===== src/rtl/seq_mul_pkg.sv =====
// Shared state encoding and helpers for the one-hot shift-and-add multiplier.
package seq_mul_pkg;

  localparam int T0_IDX = 0;
  localparam int T1_IDX = 1;
  localparam int T2_IDX = 2;
  localparam int T3_IDX = 3;

  localparam logic [3:0] T_IDLE = 4'b0001;

  typedef enum logic [3:0] {
    ST_IDLE  = 4'b0001,
    ST_ADD   = 4'b0010,
    ST_SHIFT = 4'b0100,
    ST_DONE  = 4'b1000
  } state_e;

  function automatic logic is_onehot(input logic [3:0] t);
    return (t != 4'b0000) && ((t & (t - 4'd1)) == 4'b0000);
  endfunction

endpackage


===== src/rtl/mul_onehot_ctrl.sv =====
// One-hot ASM controller: one flip-flop per state, sum-of-products next state,
// and any non-one-hot state falls back to idle.
module mul_onehot_ctrl
  import seq_mul_pkg::*;
(
  input  logic       CLK,
  input  logic       RST_N,
  input  logic       S,
  input  logic       X,
  input  logic       Z,
  output logic [3:0] T,
  output logic       load,
  output logic       add,
  output logic       shift,
  output logic       done
);

  logic [3:0] t_r;
  logic [3:0] t_next_s;
  logic       legal_s;

  // Legality of the current state vector
  always_comb begin
    legal_s = is_onehot(t_r);
  end

  // Next-state equations; illegal encodings recover to idle
  always_comb begin
    t_next_s = T_IDLE;
    if (legal_s) begin
      t_next_s[T0_IDX] = (t_r[T0_IDX] & ~S) | t_r[T3_IDX];
      t_next_s[T1_IDX] = (t_r[T0_IDX] & S) | (t_r[T2_IDX] & ~Z);
      t_next_s[T2_IDX] = t_r[T1_IDX];
      t_next_s[T3_IDX] = t_r[T2_IDX] & Z;
    end else begin
      t_next_s = T_IDLE;
    end
  end

  // State register
  always_ff @(posedge CLK or negedge RST_N) begin
    if (!RST_N) begin
      t_r <= T_IDLE;
    end else begin
      t_r <= t_next_s;
    end
  end

  // Datapath strobes, all suppressed while the state is illegal
  always_comb begin
    T     = t_r;
    load  = legal_s & t_r[T0_IDX] & S;
    add   = legal_s & t_r[T1_IDX] & X;
    shift = legal_s & t_r[T2_IDX];
    done  = legal_s & t_r[T3_IDX];
  end

endmodule


===== src/rtl/seq_shift_add_mul.sv =====
// Sequential unsigned shift-and-add multiplier: W add/shift iterations per
// operation under a one-hot controller, with a start/done handshake.
module seq_shift_add_mul
  import seq_mul_pkg::*;
#(
  parameter int W = 8
) (
  input  logic           CLK,
  input  logic           RST_N,
  input  logic           S,
  input  logic [W-1:0]   A,
  input  logic [W-1:0]   B,
  output logic [2*W-1:0] P,
  output logic           BUSY,
  output logic           DONE,
  output logic [3:0]     T
);

  localparam int CW = $clog2(W + 1);

  logic [W-1:0]   m_r;
  logic [W-1:0]   q_r;
  logic [W:0]     acc_r;
  logic [CW-1:0]  cnt_r;
  logic [2*W-1:0] p_r;

  logic           x_s;
  logic           z_s;
  logic           load_s;
  logic           add_s;
  logic           shift_s;
  logic           done_s;
  logic [3:0]     t_s;
  logic [W:0]     acc_add_s;
  logic [W:0]     acc_sh_s;
  logic [W-1:0]   q_sh_s;

  // Loop condition inputs for the controller
  always_comb begin
    x_s = q_r[0];
    z_s = (cnt_r == CW'(1));
  end

  // Add and shift candidates; the add result keeps its carry in ACC[W]
  always_comb begin
    acc_add_s            = {1'b0, acc_r[W-1:0]} + {1'b0, m_r};
    {acc_sh_s, q_sh_s}   = {1'b0, acc_r, q_r[W-1:1]};
  end

  mul_onehot_ctrl u_ctrl (
    .CLK   (CLK),
    .RST_N (RST_N),
    .S     (S),
    .X     (x_s),
    .Z     (z_s),
    .T     (t_s),
    .load  (load_s),
    .add   (add_s),
    .shift (shift_s),
    .done  (done_s)
  );

  // Operand, accumulator and iteration counter registers
  always_ff @(posedge CLK or negedge RST_N) begin
    if (!RST_N) begin
      m_r   <= {W{1'b0}};
      q_r   <= {W{1'b0}};
      acc_r <= {(W+1){1'b0}};
      cnt_r <= {CW{1'b0}};
    end else if (load_s) begin
      m_r   <= A;
      q_r   <= B;
      acc_r <= {(W+1){1'b0}};
      cnt_r <= CW'(W);
    end else if (add_s) begin
      acc_r <= acc_add_s;
    end else if (shift_s) begin
      acc_r <= acc_sh_s;
      q_r   <= q_sh_s;
      cnt_r <= cnt_r - CW'(1);
    end
  end

  // Product captured on the final shift so it is already valid while DONE is high
  always_ff @(posedge CLK or negedge RST_N) begin
    if (!RST_N) begin
      p_r <= {(2*W){1'b0}};
    end else if (shift_s && z_s) begin
      p_r <= {acc_sh_s[W-1:0], q_sh_s};
    end
  end

  // Status decoded from the registered state only
  always_comb begin
    P    = p_r;
    T    = t_s;
    BUSY = is_onehot(t_s) & ~t_s[T0_IDX];
    DONE = done_s;
  end

endmodule


===== config.mk =====
export PLATFORM = sky130hd
export DESIGN_NAME = seq_shift_add_mul
export DESIGN_NICKNAME = d
export VERILOG_FILES = /design/src/rtl/seq_mul_pkg.sv /design/src/rtl/mul_onehot_ctrl.sv /design/src/rtl/seq_shift_add_mul.sv
export SDC_FILE = /design/constraint.sdc
export NUM_CORES = 1
export LEC_CHECK = 0
export CAP_MARGIN = 5
export CORE_MARGIN = 1.5
export CORE_UTILIZATION = 65
export CTS_CLUSTER_DIAMETER = 60
export DETAILED_ROUTE_END_ITERATION = 6
export DONT_BUFFER_PORTS = 1
export GPL_ROUTABILITY_DRIVEN = 1
export HOLD_SLACK_MARGIN = 0.12
export PLACE_DENSITY = 0.81
export SKIP_LAST_GASP = 1
export SLEW_MARGIN = 0
export SYNTH_ARGS = -nofsm -noshare
export SYNTH_HDL_FRONTEND = slang
export SYNTH_SLANG_ARGS = --single-unit
export TNS_END_PERCENT = 50

===== constraint.sdc =====
create_clock -name CLK -period 3.4 [get_ports CLK]
set_input_delay 0.68 -clock CLK [delete_from_list [all_inputs] [get_ports CLK]]
set_output_delay 0.68 -clock CLK [all_outputs]
set_load 0.01 [all_outputs]

==> flow_metrics.tcl, run 1 <==
set metrics [dict create \
    outcome "finished, final reports clean" \
    r2r_cells 7 \
    yosysWarnings 0 \
    yosysSeqAreaShare_pct 49.4 \
    cts_root_buffer "clkbuf_8" \
    route.final.wire_length_um 4920 \
    layout_common_cells "87 x nand2_1, 48 x dfrtp_1, 12 x nor2_1" \
    grt_pass1_wl_um 8240 \
    drive_gt1_share_pct 7.28 \
    yosysTopAreaCellShare_pct 48.4 \
    start_util_pct 67.8 \
    place.gp.congestion 0.811 \
    syn_avg_cell_area_um2 9.52 \
    drc_errors 0 \
    finClkSkew_ps 5.86 \
    cts.htree.levels 2 \
    final_common_cell "nand2_1" \
    synth_area_leaders "dfrtp_1 48%, nand2_1 13%, ha_1 5.0%, mux2i_1 3.2%, o21ai_0 2.2%" \
    io_buffers 0 \
    drt_iter0_drc 165 \
    grt-ovfl-total 0 \
    wl_per_cell_um 15.9 \
    busiest_layer "met2" \
    drv_slew 0 \
    ant_nets 0 \
    period_minus_slack_ps 2330 \
    num_rows 22 \
    fill_cells 275 \
    yosys.area.top_type "dfrtp_1" \
    synth_cell_types 45 \
    maxCapViolCount 0 \
    rsz0062_at_grt "no" \
    clk_latency_ps 310 \
    synthArstFlopShare_pct 100 \
    core_area_um2 3660 \
    syn_inst 261 \
    period_share_pct 68.7 \
    grt_util_met1_pct 35.7 \
    crit_fanout 14 \
    grt_pass1_vias 1699 \
    start_kind "flop" \
    synth_area_um2 2480 \
    syn-num-nets 291 \
    p_leak_nw 1.28 \
    dp_hpwl_um 3270 \
    worstPathArrival_ps 1650 \
    hold_viol_final 0 \
    insertedDiodeCount 0 \
    fmax_ghz 0.428 \
    area_growth_pct 5.69 \
    clkSlewWorstSetupHoldPaths_ps 90 \
    clock_path_buffers 2 \
    use_met3_pct 7.12 \
    antenna_found_initial 0 \
    die_area_um2 4200 \
    grt_use_met2_pct 38.5 \
    layout.nets 290 \
    dr.pass1.iters 5 \
    fin_tns_setup_ps 0 \
    chipWidth_um 64.8 \
    vias_per_cell 5.92 \
    fin_util_pct 71.7 \
    ios 41 \
    cts_tree "built" \
    synth-seq-cells 49 \
    grt_max_degree 49 \
    die_y_um 64.8 \
    p_per_area_nw_per_um2 820 \
    num_vias 1830 \
    synth-edff-count 0 \
    slew_headroom_pct 58.0 \
    cts_sinks 49 \
    peakVddDrop_v 0.000524 \
    grt_usage_pct 26.2 \
    worstSetupPathType "flop to output pin" \
    cp-end-kind "output pin" \
    required_ps 2720 \
    setup_viol 0 \
    holdCritPathClass "input port to asynchronous set/reset pin" \
    ys.flop_type "dfrtp_1" \
    worst-slew-pin-transition_ps 627 \
    numCtsBuffers 5 \
]
==> registers in the layout, indices dropped and copies added, names as in the netlist <==
signal and cells:
P 16, acc_r 9, m_r 8, q_r 8
cnt_r 4, u_ctrl.T 4
==> layout make-up <==
class	count	area, um^2	share of cell area, %
inverters	5	20.0	0.763
clock inverters	1	30.0	1.14
clock buffers	7	86.3	3.29
repair buffers	3	42.5	1.62
flip-flops and latches	49	1230	46.8
multi-input cells	196	1160	44.1
well taps	48	60.1	2.29
==> critical path, cell delays in order (launching register included) <==
cell      delay, ps
dfrtp_1         710
xnor2_1         180
a211oi_1        450
==> metal layers <==
layer / vias to the layer above / routed length (um)
li1: 894 / -
met1: 858 / 2290
met2: 65 / 2160
met3: 13 / 363
met4: 0 / 111
met5: - / 0
==> final timing paths <==
| check | start | slack (ps) | endpoint |
|---|---|---|---|
| setup reg to reg | acc_r[0]$_DFFE_PN0P_ | 1110 | acc_r[6]$_DFFE_PN0P_ |
| hold reg to reg | m_r[2]$_DFFE_PN0P_ | 490 | m_r[2]$_DFFE_PN0P_ |
| setup / recovery | u_ctrl.T[1]$_DFF_PN0_ | 1070 | BUSY |
| min in group CLK | A[1] | 470 | m_r[1]$_DFFE_PN0P_ |
| max in group asynchronous | RST_N | 2970 | P[14]$_DFFE_PN0P_ |
| hold / removal | RST_N | 210 | u_ctrl.T[0]$_DFF_PN1_ |
==> per-stage QoR <==
stage	instances	cell area, um^2	worst slack [ps]	power, mW	hold slack [ps]
after floorplan	261	2480	1330	1.54	384
after global placement	300	2480	1260	1.66	385
after detailed placement	300	2480	1200	1.69	385
after CTS	309	2630	1050	2.14	204
after global routing	309	2630	990	2.30	192
final	309	2630	1070	2.15	207
==> timing repair <==
item	4_1_cts	5_1_grt
gates resized for setup	0	0
buffers inserted	0	0
endpoints found under the hold margin	48	0
hold buffers	1	0
==> report_power, final <==
part	internal [mW]	switching, mW
clock network	0.240	0.189
registers	0.754	0.218
logic	0.334	0.418
==> cells by family after synthesis <==
group / share of synthesized area (%)
compound gates: 12.1
xor+xnor: 2.12
fa+ha+maj: 5.84
buf+inv: 3.93
flops: 49.4
mux: 3.22
simple gates: 23.4
==> synth_stat cells, types with 2 or more instances <==
master,number
o21ai_0,11
mux2i_1,8
dfrtp_1,48
buf_2,8
a211oi_1,6
or3_1,2
nand2b_1,2
nand2_1,87
xor2_1,3
o21ai_1,9
inv_1,4
ha_1,10
nor2_1,12
xnor2_1,3
nand3_1,7
a21o_1,2
a21oi_1,2
nor3b_1,2
a211oi_2,2
buf_6,2
o311a_1,2
nor4_1,2
a22oi_1,5
No activity file was read; power rests on OpenSTA's default activity.
==> run 2, diff against run 1 <==
--- a/config.mk
+++ b/config.mk
@@ -7,13 +7,13 @@
 export LEC_CHECK = 0
 export CAP_MARGIN = 5
 export CORE_MARGIN = 1.5
-export CORE_UTILIZATION = 65
+export CORE_UTILIZATION = 62
 export CTS_CLUSTER_DIAMETER = 60
 export DETAILED_ROUTE_END_ITERATION = 6
 export DONT_BUFFER_PORTS = 1
 export GPL_ROUTABILITY_DRIVEN = 1
 export HOLD_SLACK_MARGIN = 0.12
-export PLACE_DENSITY = 0.81
+export PLACE_DENSITY = 0.78
 export SKIP_LAST_GASP = 1
 export SLEW_MARGIN = 0
 export SYNTH_ARGS = -nofsm -noshare
==> constraint.sdc (replaced) <==
create_clock -name CLK -period 2.2 [get_ports CLK]
set_input_delay 0.44 -clock CLK [delete_from_list [all_inputs] [get_ports CLK]]
set_output_delay 0.44 -clock CLK [all_outputs]
set_load 0.01 [all_outputs]
==> run 2 against run 1 <==
  * The run now ends with setup timing left
  * Largest cell class unchanged
  * Die area increased by 4.6%
  * Routed wire length increased by 0.37%
  * Count of clock-buffer cells in the layout decreased by 1
==> flow_metrics.tcl, run 2 (synthesis results as in run 1) <==
set metrics [dict create \
    ant_nets 0 \
    core_area_um2 3740 \
    vias_per_cell 5.73 \
    place_ws_ps -5.02 \
    grt_usage_pct 24.3 \
    violations "setup timing" \
    start_util_pct 66.3 \
    antenna_found_initial 0 \
    numCtsBuffers 5 \
    drt_iter0_drc 124 \
    final_cell_count_no_fill 318 \
    path_delay_family "adder cells" \
    drive_gt1_share_pct 11.9 \
    rsz0062_at_grt "yes" \
    ios 41 \
    setup_viol 1 \
    layout_common_cells "87 x nand2_1, 48 x dfrtp_1, 11 x nor2_1, 11 x o21ai_0, 10 x buf_4" \
    wl_per_cell_um 15.5 \
    peakVddDrop_v 0.000638 \
    multi_input_area_um2 1180 \
    clock_path_buffers 2 \
    chipWidth_um 66.3 \
    period_share_pct 100 \
    holdCritPathClass "input port to flop" \
    period_minus_slack_ps 2200 \
    layout.nets 299 \
    insertedDiodeCount 0 \
    clkSlewWorstSetupHoldPaths_ps 90 \
    grt_max_degree 50 \
    grt-ovfl-total 0 \
    setup_slack_ps -1.69 \
    p_leak_nw 1.31 \
    finClkSkew_ps 8.70 \
    max_stage_delay_ps 480 \
    die_area_um2 4390 \
    num_rows 22 \
    path_buf_inv 0 \
    drv_slew 0 \
    final-seq-area_um2 1230 \
    slew_headroom_pct 61.3 \
    cp_cell_sequence "ha_2 > fa_2 > a211oi_4 > nor2_2 > or4b_1 > o311a_1 > o21ai_1" \
    dpl.cell_count 306 \
    largest_register_ffs 16 \
    fmax_ghz 0.454 \
    cts_root_buffer "clkbuf_8" \
    route.final.wire_length_um 4940 \
    worst-slew-pin-transition_ps 580 \
    crit_fanout 4 \
    place.gp.congestion 0.832 \
    dr.pass1.iters 4 \
    fill_cells 279 \
    dp_hpwl_um 3450 \
    fin_tns_setup_ps -1.69 \
    maxCapViolCount 0 \
    area_growth_pct 8.51 \
    cts_tree "built" \
    outcome "finished with violations" \
    required_ps 2410 \
    die_y_um 66.3 \
    grt_pass1_wl_um 7960 \
    p_per_area_nw_per_um2 1220 \
    start_kind "flop" \
    drc_errors 0 \
    num_vias 1823 \
    cts.htree.levels 2 \
    worstSetupPathType "flop to flop" \
    final_common_cell "nand2_1" \
    slowest_stage "or4b_1" \
    grt_pass1_vias 1688 \
    cts_sinks 49 \
    total_power_mw 3.29 \
    clk_latency_ps 300 \
    worstPathArrival_ps 2420 \
    io_buffers 0 \
    hold_viol_final 0 \
    cp-end-kind "flop" \
]
==> run 2: what timing repair did <==
item	4_1_cts	5_1_grt
endpoints found under the hold margin	49	0
hold buffers	2	0
setup buffers	0	2
gates resized for setup	2	3
endpoints found under the setup margin	1	2
pin swaps	0	3
==> run 2: report_power, final <==
| group | switching, mW | internal, mW | total, mW |
|---|---|---|---|
| Combinational | 0.679 | 0.580 | 1.26 |
| Sequential | 0.315 | 1.17 | 1.48 |
| Clock | 0.293 | 0.255 | 0.548 |
| Total | 1.29 | 2.00 | 3.29 |
==> run 2: final timing paths <==
| check | from | end | slack, ps | cells past startpoint |
|---|---|---|---|---|
| worst min register to register | m_r[5]$_DFFE_PN0P_ | m_r[5]$_DFFE_PN0P_ | 490 | 2 |
| worst min-delay path | A[0] | m_r[0]$_DFFE_PN0P_ | 240 | 2 |
| worst max register to register | acc_r[0]$_DFFE_PN0P_ | acc_r[6]$_DFFE_PN0P_ | -2 | 7 |
| worst max-delay path | acc_r[0]$_DFFE_PN0P_ | acc_r[6]$_DFFE_PN0P_ | -2 | 7 |
| min in group asynchronous | RST_N | P[8]$_DFFE_PN0P_ | 650 | 2 |
| max in group asynchronous | RST_N | u_ctrl.T[0]$_DFF_PN1_ | 1290 | 2 |
==> run 2: per-stage QoR <==
step / hold WS [ps] / utilization [%] / cell area (um^2)
2_1_floorplan: 144 / - / 2480
4_1_cts: 243 / 71.3 / 2670
3_5_place_dp: 145 / 67.5 / 2530
3_3_place_gp: 145 / 67.5 / 2530
5_1_grt: 240 / 72.0 / 2700
6_report: 245 / 72.0 / 2700
==> run 2: per-layer routing <==
metal  vias to the layer above  part of all wire (%)  global-route usage [%]
li1                        918                     -                       -
met1                       847                    49                    34.3
met2                        51                    45                    37.9
met3                         7                   4.7                    5.45
met4                         0                   1.3                    6.63
met5                         -                     0                       0
==> run 2: worst register-to-register path, stage by stage (launching register included) <==
cell	delay, ps
dfrtp_1	400
ha_2	200
fa_2	430
a211oi_4	260
nor2_2	70
or4b_1	480
o311a_1	140
o21ai_1	140
==> run 2: layout make-up <==
class | count | area share, %
tap | 48 | 2.23
timing repair buffer | 12 | 4.18
clock buffer | 6 | 3.06
inverter | 5 | 0.743
clock inverter | 2 | 0.511
sequential | 49 | 45.5
multi-input combinational | 196 | 43.7
